File: config.mk
export PLATFORM = sky130hd
export DESIGN_NAME = kyber_polymac_mmio
export DESIGN_NICKNAME = d
export VERILOG_FILES = /design/src/rtl/kyber_pkg.sv /design/src/rtl/kyber_modq_mac.sv /design/src/rtl/kyber_polymac_mmio.sv
export SDC_FILE = /design/constraint.sdc
export NUM_CORES = 1
export LEC_CHECK = 0
export ABC_AREA = 1
export BUFFER_PORTS_ARGS = -buffer_cell sky130_fd_sc_hd__buf_4
export CAP_MARGIN = 20
export CORE_MARGIN = 2
export CORE_UTILIZATION = 35
export CTS_BUF_LIST = sky130_fd_sc_hd__clkbuf_8 sky130_fd_sc_hd__clkbuf_16
export DETAILED_ROUTE_END_ITERATION = 10
export HOLD_SLACK_MARGIN = 0.02
export PLACE_DENSITY = 0.53
export SLEW_MARGIN = 20
export SYNTH_ARGS = -nofsm -noshare
export SYNTH_HDL_FRONTEND = slang
export SYNTH_SLANG_ARGS = --single-unit
File: constraint.sdc
create_clock -name clk -period 11.2 [get_ports clk]
set_input_delay 1.12 -clock clk [delete_from_list [all_inputs] [get_ports clk]]
set_output_delay 1.12 -clock clk [all_outputs]
set_load 0.005 [all_outputs]
File: src/rtl/kyber_pkg.sv
// Shared definitions for the Kyber polynomial MAC engine:
// register window offsets, status bits, FSM states, mod-Q helper.
package kyber_pkg;

    localparam logic [9:0] A_OFF      = 10'h000;
    localparam logic [9:0] B_OFF      = 10'h100;
    localparam logic [9:0] C_OFF      = 10'h200;
    localparam logic [9:0] RES_OFF    = 10'h300;
    localparam logic [9:0] CTRL_OFF   = 10'h3F0;
    localparam logic [9:0] STATUS_OFF = 10'h3F4;

    localparam int ST_BUSY = 0;
    localparam int ST_DONE = 1;
    localparam int ST_ERR  = 2;

    typedef enum logic [1:0] {
        IDLE,
        INIT,
        MAC,
        FINAL
    } state_t;

    // Remainder by a constant modulus; q folds to a constant at each use.
    function automatic logic [31:0] modq_reduce(
        input logic [31:0] x,
        input logic [31:0] q
    );
        return x % q;
    endfunction

endpackage

File: src/rtl/kyber_modq_mac.sv
// Combinational (acc +/- a*b) mod Q with a single
// conditional correction after the add or subtract.
module kyber_modq_mac
    import kyber_pkg::*;
#(
    parameter int Q  = 17,
    parameter int CW = $clog2(Q)
) (
    input  logic [CW-1:0] i_acc,
    input  logic [CW-1:0] i_a,
    input  logic [CW-1:0] i_b,
    input  logic          i_sub,
    output logic [CW-1:0] o_res
);

    localparam logic [CW:0] QW = (CW+1)'(Q);

    logic [2*CW-1:0] w_prod;
    logic [CW-1:0]   w_p;
    logic [CW:0]     w_add;
    logic [CW:0]     w_dif;

    assign w_prod = (2*CW)'(i_a) * (2*CW)'(i_b);
    assign w_p    = CW'(modq_reduce(32'(w_prod), 32'(Q)));
    assign w_add  = {1'b0, i_acc} + {1'b0, w_p};
    assign w_dif  = {1'b0, i_acc} - {1'b0, w_p};

    // Pick the corrected sum or difference; a borrow shows in the top bit.
    always_comb begin
        o_res = '0;
        if (i_sub) begin
            o_res = w_dif[CW] ? CW'(w_dif + QW) : CW'(w_dif);
        end else begin
            o_res = (w_add >= QW) ? CW'(w_add - QW) : CW'(w_add);
        end
    end

endmodule

File: src/rtl/kyber_polymac_mmio.sv
// Memory-mapped negacyclic polynomial multiply-accumulate engine:
// res = c +/- sum_i a_i*b_i in Z_Q[x]/(x^N+1), one product per cycle.
module kyber_polymac_mmio
    import kyber_pkg::*;
#(
    parameter int          N         = 4,
    parameter int          Q         = 17,
    parameter int          K         = 2,
    parameter int          CW        = $clog2(Q),
    parameter logic [31:0] BASE_ADDR = 32'h4000_7000
) (
    input  logic        clk,
    input  logic        rst_n,
    input  logic        enable,
    input  logic [31:0] addr_Req,
    input  logic [31:0] data_Req,
    input  logic        wen_Req,
    input  logic [7:0]  bytelane_Req,
    output logic [31:0] data_Resp
);

    localparam int NW = (N > 1) ? $clog2(N) : 1;
    localparam int IW = (K > 1) ? $clog2(K) : 1;
    localparam int AW = (K*N > 1) ? $clog2(K*N) : 1;

    logic [CW-1:0] r_a   [K*N];
    logic [CW-1:0] r_b   [K*N];
    logic [CW-1:0] r_c   [N];
    logic [CW-1:0] r_res [N];
    logic [CW-1:0] r_acc [N];
    logic [CW-1:0] w_fin [N];

    state_t        r_state, w_next;
    logic          r_mode, r_done, r_err;
    logic [IW-1:0] r_i;
    logic [NW-1:0] r_j, r_k;

    logic [31:0]   w_off;
    logic [5:0]    w_idx;
    logic          w_inwin, w_is_a, w_is_b, w_is_c, w_is_res;
    logic          w_is_ctrl, w_is_stat, w_wr, w_busy;
    logic          w_wcoef, w_err_set, w_start, w_last;
    logic [CW-1:0] w_raw, w_wval, w_mac;
    logic [AW-1:0] w_aidx, w_bidx, w_ridx;
    logic [NW:0]   w_t;
    logic [31:0]   w_rdata;
    logic          w_unused;

    assign w_unused  = ^{bytelane_Req[7:1], data_Req};

    assign w_off     = addr_Req - BASE_ADDR;
    assign w_idx     = w_off[7:2];
    assign w_inwin   = (w_off[31:10] == '0) && (w_off[1:0] == 2'b00);
    assign w_is_ctrl = w_inwin && (w_off[9:0] == CTRL_OFF);
    assign w_is_stat = w_inwin && (w_off[9:0] == STATUS_OFF);
    assign w_is_a    = w_inwin && (w_off[9:8] == A_OFF[9:8])
                     && (32'(w_idx) < K*N);
    assign w_is_b    = w_inwin && (w_off[9:8] == B_OFF[9:8])
                     && (32'(w_idx) < K*N);
    assign w_is_c    = w_inwin && (w_off[9:8] == C_OFF[9:8])
                     && (32'(w_idx) < N);
    assign w_is_res  = w_inwin && (w_off[9:8] == RES_OFF[9:8])
                     && (32'(w_idx) < N) && !w_is_ctrl && !w_is_stat;

    assign w_busy    = (r_state != IDLE);
    assign w_wr      = enable && wen_Req && bytelane_Req[0];
    assign w_wcoef   = w_wr && (w_is_a || w_is_b || w_is_c) && !w_busy;
    assign w_err_set = w_wr && (w_is_a || w_is_b || w_is_c || w_is_ctrl)
                     && w_busy;
    assign w_start   = w_wr && w_is_ctrl && !w_busy && data_Req[0];

    assign w_raw     = data_Req[CW-1:0];
    assign w_wval    = (32'(w_raw) >= Q) ? CW'(32'(w_raw) - Q) : w_raw;
    assign w_ridx    = AW'(w_idx);

    assign w_aidx    = AW'(r_i) * AW'(N) + AW'(r_j);
    assign w_bidx    = AW'(r_i) * AW'(N) + AW'(r_k);
    assign w_t       = {1'b0, r_j} + {1'b0, r_k};
    assign w_last    = (r_i == IW'(K-1)) && (r_j == NW'(N-1))
                     && (r_k == NW'(N-1));

    kyber_modq_mac #(.Q(Q), .CW(CW)) u_mac (
        .i_acc (r_acc[w_t[NW-1:0]]),
        .i_a   (r_a[w_aidx]),
        .i_b   (r_b[w_bidx]),
        .i_sub (w_t[NW]),
        .o_res (w_mac)
    );

    for (genvar g = 0; g < N; g++) begin : g_fin
        kyber_modq_mac #(.Q(Q), .CW(CW)) u_fin (
            .i_acc (r_c[g]),
            .i_a   (r_acc[g]),
            .i_b   (CW'(1)),
            .i_sub (r_mode),
            .o_res (w_fin[g])
        );
    end

    // State register.
    always_ff @(posedge clk or negedge rst_n) begin
        if (!rst_n) r_state <= IDLE;
        else        r_state <= w_next;
    end

    // Next-state logic: start -> INIT -> MAC (K*N*N) -> FINAL -> IDLE.
    always_comb begin
        w_next = r_state;
        unique case (r_state)
            IDLE:    if (w_start) w_next = INIT;
            INIT:    w_next = MAC;
            MAC:     if (w_last) w_next = FINAL;
            FINAL:   w_next = IDLE;
            default: w_next = IDLE;
        endcase
    end

    // Register file, accumulator, counters and sticky status bits.
    always_ff @(posedge clk or negedge rst_n) begin
        if (!rst_n) begin
            for (int n = 0; n < K*N; n++) begin
                r_a[n] <= '0;
                r_b[n] <= '0;
            end
            for (int n = 0; n < N; n++) begin
                r_c[n]   <= '0;
                r_res[n] <= '0;
                r_acc[n] <= '0;
            end
            r_mode <= 1'b0;
            r_done <= 1'b0;
            r_err  <= 1'b0;
            r_i    <= '0;
            r_j    <= '0;
            r_k    <= '0;
        end else begin
            if (w_wcoef && w_is_a) r_a[w_ridx] <= w_wval;
            if (w_wcoef && w_is_b) r_b[w_ridx] <= w_wval;
            if (w_wcoef && w_is_c) r_c[NW'(w_idx)] <= w_wval;
            if (w_start) begin
                r_mode <= data_Req[1];
                r_done <= 1'b0;
            end
            if (w_wr && w_is_stat) begin
                if (data_Req[ST_DONE]) r_done <= 1'b0;
                if (data_Req[ST_ERR])  r_err  <= 1'b0;
            end
            if (w_err_set) r_err <= 1'b1;
            unique case (r_state)
                INIT: begin
                    for (int n = 0; n < N; n++) r_acc[n] <= '0;
                    r_i <= '0;
                    r_j <= '0;
                    r_k <= '0;
                end
                MAC: begin
                    r_acc[w_t[NW-1:0]] <= w_mac;
                    r_k <= r_k + 1'b1;
                    if (r_k == NW'(N-1)) begin
                        r_j <= r_j + 1'b1;
                        if (r_j == NW'(N-1)) r_i <= r_i + 1'b1;
                    end
                end
                FINAL: begin
                    for (int n = 0; n < N; n++) r_res[n] <= w_fin[n];
                    r_done <= 1'b1;
                end
                default: ;
            endcase
        end
    end

    // Read mux; CTRL and unmapped addresses read as zero.
    always_comb begin
        w_rdata = '0;
        if (w_is_a)         w_rdata = 32'(r_a[w_ridx]);
        else if (w_is_b)    w_rdata = 32'(r_b[w_ridx]);
        else if (w_is_c)    w_rdata = 32'(r_c[NW'(w_idx)]);
        else if (w_is_res)  w_rdata = 32'(r_res[NW'(w_idx)]);
        else if (w_is_stat) w_rdata = {29'd0, r_err, r_done, w_busy};
    end

    // Registered read response; write cycles return zero.
    always_ff @(posedge clk or negedge rst_n) begin
        if (!rst_n)       data_Resp <= '0;
        else if (wen_Req) data_Resp <= '0;
        else              data_Resp <= w_rdata;
    end

endmodule

== Word-level counts from Yosys, hierarchy flattened ==
Cells that the tools add are included.

* $add $sub $neg: 28
* Multipliers: 1
* Divide/modulo/power cells: 5
* $lt $le $gt $ge: 16
* Equality and inequality tests: 14
* Mux-type cells: 70
* Bitwise logic cells: 5
* Reductions and logical operators: 49

{| class="wikitable"
|+ Operators with widths
! operator !! count
|-
| $mux W5 || 37
|-
| $mod A5 B5 Y32 const B || 4
|-
| $bwmux W40 || 2
|-
| $bmux W5 S3 || 4
|-
| $bwmux W20 || 2
|-
| $pmux W20 S2 || 1
|-
| $mod A10 B5 Y32 const B || 1
|-
| $mux W32 || 1
|-
| $sub A32 B31 Y32 const B || 1
|-
| $logic_and A1 B1 Y1 || 31
|-
| $add A5 B5 Y6 || 5
|-
| $bmux W5 S2 || 3
|-
| $ge A6 B5 Y1 const B || 5
|-
| $sub A5 B5 Y5 const B || 6
|-
| $sub A5 B5 Y6 || 5
|-
| $add A5 B5 Y5 const B || 5
|-
| $logic_not A22 Y1 || 1
|-
| $demux W5 S2 || 2
|-
| $eq A10 B10 Y1 const B || 2
|-
| $demux W5 S3 || 1
|-
| $eq A2 B2 Y1 const B || 6
|-
| $ge A4 B4 Y1 const B || 3
|-
| $not A3 Y4 || 3
|-
| $mul A5 B5 Y10 || 1
|-
| 25 further kinds || 56
|}

* Flip-flop bits (word level): 182
* Output and inout bits: 32
* Logic and storage cells: 224

== Longest topological paths before layout ==
* Depth in word-level cells: 13
* Mapped depth: 78
* Depth with buffers taken out: 76

== By module ==
Synthesis repeated with hierarchy kept, for this count alone.

* Cell total of the unflattened synthesis: 3855
* Area total of the unflattened synthesis: 24629.9 um^2

{| class="wikitable"
|+ By module, submodules not included
! module !! times used !! cells each !! area each (um^2)
|-
| kyber_modq_mac (g_fin[1].u_fin ...) || 4 || 540 || 3144.3
|-
| kyber_polymac_mmio || 1 || 1175 || 9038.7
|-
| kyber_modq_mac (g_fin[0].u_fin) || 1 || 520 || 3014.1
|}

== Worst setup path before layout ==
OpenSTA, ideal clock, no wires.

* Path kind: register -> register
* From: register r_k[0]
* To: register r_acc[18] in the netlist's numbering
* Library setup time: 0.134 ns
* Arrival: 9.715 ns
* Required time: 11.066 ns
* Setup slack: 1.351 ns
* Stages on the path, launching flop included: 65
* Buffers on the path: 3
* Period minus slack after synthesis: 9.849 ns
* Cell sequence: dfrtp_1 -> inv_1 -> clkbuf_1 -> clkbuf_1 -> nor2_1 -> o22ai_1 -> nand2_1 -> o21ai_0 -> nand2_1 -> fa_1 -> fa_1 -> fa_1 -> inv_1 -> ha_1 -> inv_1 -> nand2_1 -> nand3b_1 -> nand2_2 -> [29 not listed] -> inv_1 -> nand4_1 -> nand2_2 -> nand3_4 -> nand2_1 -> nand2_1 -> ha_1 -> fa_1 -> a21oi_1 -> o21bai_1 -> xor2_1 -> inv_1 -> a311oi_1 -> nand2_1 -> nand3_1 -> nand2_1 -> o21ai_0 -> o21ai_0

* Cells in the longest elaborated chain, start to end: 13

{| class="wikitable"
|+ RTL lines
! element !! line !! RTL
|-
| start: declaration || kyber_polymac_mmio.sv:36 || <nowiki>logic [NW-1:0] r_j, r_k;</nowiki>
|-
| start signal: assignment || kyber_polymac_mmio.sv:158 || <nowiki>r_k <= r_k + 1'b1;</nowiki>
|-
| $add A3 B2 Y3 || kyber_polymac_mmio.sv:77 || <nowiki>assign w_bidx = AW'(r_i) * AW'(N) + AW'(r_k);</nowiki>
|-
| $not A3 Y4 (implied by the code) || kyber_polymac_mmio.sv:85 || <nowiki>.i_b (r_b[w_bidx]),</nowiki>
|-
| $bmux W5 S3 || kyber_polymac_mmio.sv:85 ||
|-
| $mux W5 (implied by the code) (2 in a row) || kyber_polymac_mmio.sv:85 ||
|-
| $mul A5 B5 Y10 || kyber_modq_mac.sv:23 || <nowiki>assign w_prod = (2*CW)'(i_a) * (2*CW)'(i_b);</nowiki>
|-
| $mod A10 B5 Y32 || kyber_pkg.sv:28 || <nowiki>return x % q;</nowiki>
|-
| $add A5 B5 Y6 / $sub A5 B5 Y6 (equally long branches) || kyber_modq_mac.sv:25, kyber_modq_mac.sv:26 ||
|-
| $sub A5 B5 Y5 (tied with other cells) || kyber_modq_mac.sv:34 || <nowiki>o_res = (w_add >= QW) ? CW'(w_add - QW) : CW'(w_add);</nowiki>
|-
| $mux W5, on equally long branches || kyber_modq_mac.sv:34, kyber_modq_mac.sv:32 ||
|-
| $mux W5 || kyber_modq_mac.sv:31 || <nowiki>if (i_sub) begin</nowiki>
|-
| $bwmux W20 * || kyber_polymac_mmio.sv:157 || <nowiki>r_acc[w_t[NW-1:0]] <= w_mac;</nowiki>
|-
| $pmux W20 S2 * || kyber_polymac_mmio.sv:149 || <nowiki>unique case (r_state)</nowiki>
|-
| end signal: indexed assignment || kyber_polymac_mmio.sv:157 ||
|-
| end: declaration || kyber_polymac_mmio.sv:30 || <nowiki>logic [CW-1:0] r_acc [N];</nowiki>
|}

Mark *: on every way between the ends. The rest lies on a longest branch, timed or not. The select of a mux whose other input is x is not followed.
A chain may end at the register's enable or synchronous reset.

== Final worst setup path ==
* From: register r_j[0]
* To: register r_acc[1] in the netlist's numbering

* Cells in the longest elaborated chain, start to end: 13

{| class="wikitable"
|+ RTL lines
! element !! line !! RTL
|-
| start: declaration || kyber_polymac_mmio.sv:36 ||
|-
| start signal: assignment || kyber_polymac_mmio.sv:160 || <nowiki>r_j <= r_j + 1'b1;</nowiki>
|-
| $add A3 B2 Y3 || kyber_polymac_mmio.sv:76 || <nowiki>assign w_aidx = AW'(r_i) * AW'(N) + AW'(r_j);</nowiki>
|-
| $not A3 Y4 (implied by the code) || kyber_polymac_mmio.sv:84 || <nowiki>.i_a (r_a[w_aidx]),</nowiki>
|-
| $bmux W5 S3 || kyber_polymac_mmio.sv:84 ||
|-
| $mux W5 (implied by the code) (2 in a row) || kyber_polymac_mmio.sv:84 ||
|-
| $mul A5 B5 Y10 || kyber_modq_mac.sv:23 ||
|-
| $mod A10 B5 Y32 || kyber_pkg.sv:28 ||
|-
| $add A5 B5 Y6 / $sub A5 B5 Y6 (equally long branches) || kyber_modq_mac.sv:25, kyber_modq_mac.sv:26 ||
|-
| $sub A5 B5 Y5 (tied with other cells) || kyber_modq_mac.sv:34 ||
|-
| $mux W5, on equally long branches || kyber_modq_mac.sv:34, kyber_modq_mac.sv:32 ||
|-
| $mux W5 || kyber_modq_mac.sv:31 ||
|-
| $bwmux W20 * || kyber_polymac_mmio.sv:157 ||
|-
| $pmux W20 S2 * || kyber_polymac_mmio.sv:149 ||
|}

Marks and branches as above.

==> impl_results.md <==
* IO buf count at 46
* Final period util at 0.930
* CP max stage cell: dfrtp_2
* Crit-path max cell delay at 0.50 ns
* Met1 Track Usage GR at 0.261
* H-tree levels at 4
* Initial Util at 0.355
* Chip height at 202 um
* Cts hold-fix bufs at 0
* Clock transition at the registers of the reported paths at 0.07 ns
* Vias in the first global route at 11822
* Most used DFF post-synth: dfrtp_1
* Min Tclk post-route at 10.41 ns
* CTS tree: yes
* Lkg Pwr at 7.54 nW
* Fraction of layout cells with a size suffix above 1 at 0.124
* Register area share after synthesis at 0.284
* Met3 Use GR at 0.0280
* Area delta synth->final at 13.5%
* DP HPWL at 28.5 mm
* Startpoint types: register
* Die area at 0.0407 mm^2
* Non-filler cells, final at 2496
* Setup Crit Path Kind: reg2reg
* Clk_lat worst skew at 0.44 ns
* Total GRT Usage at 0.189
* Most common cell on crit path: nand2_1
* Dpl cell area at 0.0146 mm^2
* Max cap viols at 0
* Critical path's top delay family: simple AND/OR/NAND/NOR gates
* Critical Path AT at 10.72 ns
* Mean area per synthesized cell at 7.19 um^2
* Filler instances at 4045
* Slew @ Worst Pin at 0.910 ns
* Routed vias at 12720
* Gr ovfl total at 0
* Cell area after synthesis at 0.0137 mm^2
* #FFs+latches synth at 155
* Pwr dens at 81.6 mW/mm^2
* Boundary Pins at 108
* DP Cell Count at 2441
* M2 GR Usage at 0.311
* ANT nets after route at 0
* Sink Count at 155
* Synth unique cells at 55
* CTS Root Cell: clkbuf_16
* Hold Violations, Final at 0
* Number of remaining DRC errors at 0
* First-pass GRT wire length at 62.1 mm
* Vias per cell at 5.10
* Worst setup EP type: register
* Antenna violations before repair at 0
* Slew headroom at 0.388
* Slew Limit Fails at 0
* Final instance area at 0.0155 mm^2
* Final setup vio count at 0
* Worst min path class: reg2reg
* Post-synthesis instance total at 1900
* Peak VDD IR at 0.104 mV
* Drt pass-1 iters at 7
* Core area at 0.0386 mm^2
* # diodes at 0
* DIE WIDTH at 202 um
* CTS Buf Count at 17
* Status: completed
* GPL Wtd Cong at 0.848
* Final #Nets at 2171
* Final Skew at 0.00921 ns
* Largest net degree at the start of global routing at 94
* Row count at 72
* Bufs and invs on worst path at 10
* Synth Warn # at 0
* FMAX at 96.0 MHz
* CP Max Fanout at 8
* CP required at 11.51 ns
* Post-synth ARST share at 1.00
* Number of enable flip-flop cells after synthesis at 0
* WL final at 38.6 mm
* Busiest layer in global routing: met2
* CTS max path bufs at 2
* Iter 0 DRT Violations at 1044
* WL/cell at 15.4 um
[cells in the final DEF, fill, tap and decap left out, types with 7 or more instances in the layout]
cell          n
o211ai_1      7
o22ai_1      85
fa_1         20
o21bai_1     10
o21ai_1      11
nor2_1      153
nand2_4       9
o31ai_1       9
nand3_1      72
conb_1       27
xor2_1       41
nand4_1      29
nand2_2      30
clkinvlp_4    8
nand3b_1     10
xnor2_1      10
o21ai_2      10
a31oi_1      23
nor3_1       19
o21ai_0     232
a21oi_1      62
dfrtp_1     151
clkbuf_16    18
inv_2        14
nand2_1     369
inv_1       249
buf_4        87
ha_1        109
[layout make-up]
cell class	instances	area, um^2	share of cell area
clock buffers	19	453	0.0292
clock inverters	13	188	0.0121
inverters	269	1020	0.0656
multi-input cells	1427	8560	0.552
flip-flops and latches	155	3880	0.250
well taps	518	648	0.0418
repair buffers	93	752	0.0485
repair inverters	2	12.5	0.000806
[sequential cells by signal, indices dropped and copies added (netlist names)]
| register | flops |
|---|---|
| r_mode | 1 |
| r_b | 40 |
| r_a | 40 |
| r_done | 1 |
| r_err | 1 |
| r_k | 2 |
| data_Resp | 5 |
| r_acc | 20 |
| r_c | 20 |
| r_j | 2 |
| r_res | 20 |
| r_i | 1 |
| r_state | 2 |
[logic make-up (layout without fill, tap and decap cells)]
group,count (synthesis),in the layout,synth area share
fa+ha+maj,130,130,0.130
buf+inv,345,396,0.103
flops,155,155,0.284
xor+xnor,53,53,0.0340
compound gates,482,483,0.201
other cells,1,27,0.000274
simple gates,734,734,0.248
[per-layer routing]
layer	share of wire	up-vias
met4	0.014	0
met5	0	-
met3	0.056	39
met2	0.46	335
met1	0.47	5910
li1	-	6436
[where the power goes]
part	internal, W	switching, W
registers	0.000560	0.0000000000000193
logic	0.0000212	0.0000538
clock network	0.000386	0.000246
[worst paths after layout]
check,from,to,slack (ns),cells after the start
hold / removal,r_b[19],r_b[19],0.49,2
hold reg to reg,r_b[19],r_b[19],0.49,2
setup / recovery,r_j[0],r_acc[1],0.79,63
max in group asynchronous,rst_n,r_c[3],9.06,2
min in group asynchronous,rst_n,r_a[0],0.76,1
setup reg to reg,r_j[0],r_acc[1],0.79,63
[worst register-to-register path: cells and delay by family (launching register included)]
| family | cells | cell delay [ns] |
|---|---|---|
| adders and majority gates | 9 | 2.90 |
| and+or+nand+nor | 32 | 3.74 |
| xor gates and xnor gates | 2 | 0.43 |
| AOI/OAI and AO/OA | 10 | 1.63 |
| buffers and inverters | 10 | 1.05 |
| DFF | 1 | 0.50 |
[repair_timing]
item / CTS / global route
gates resized for setup: 0 / 42
setup endpoints to repair: 0 / 20
setup buffers: 0 / 19
[Yosys cell counts (all sizes together) (2+ instances only)]
library cell	number	area (um^2)
a21oi	63	315
a221oi	6	52.6
a22oi	2	15.0
a31o	5	43.8
a31oi	24	156
buf	38	259
clkbuf	38	143
clkinv	5	20.0
dfrtp	155	3880
fa	20	400
ha	110	1380
inv	264	991
nand2	408	1670
nand3	83	516
nand3b	10	75.1
nand4	30	203
nor2	167	714
nor3	21	115
nor4	5	31.3
o211ai	7	52.6
o21a	6	45.0
o21ai	253	1290
o21bai	10	75.1
o22ai	89	557
o311ai	3	26.3
o31ai	9	67.6
or2	9	56.3
xnor2	11	96.3
xor2	42	368
[through the flow]
| stage | setup WS (ns) | util | total power, W | hold WS (ns) | TNS (ns) |
|---|---|---|---|---|---|
| floorplan | 1.35 | - | 0.000608 | 0.453 | 0 |
| global placement | 0.327 | 0.378 | 0.000645 | 0.471 | 0 |
| detailed placement | 0.228 | 0.378 | 0.000645 | 0.474 | 0 |
| CTS | 0.174 | 0.395 | 0.00128 | 0.490 | 0 |
| global route | -0.0456 | 0.402 | 0.00131 | 0.516 | -0.161 |
| finish | 0.787 | 0.402 | 0.00127 | 0.489 | 0 |
Note: power is estimated with default switching activity, not from simulation.
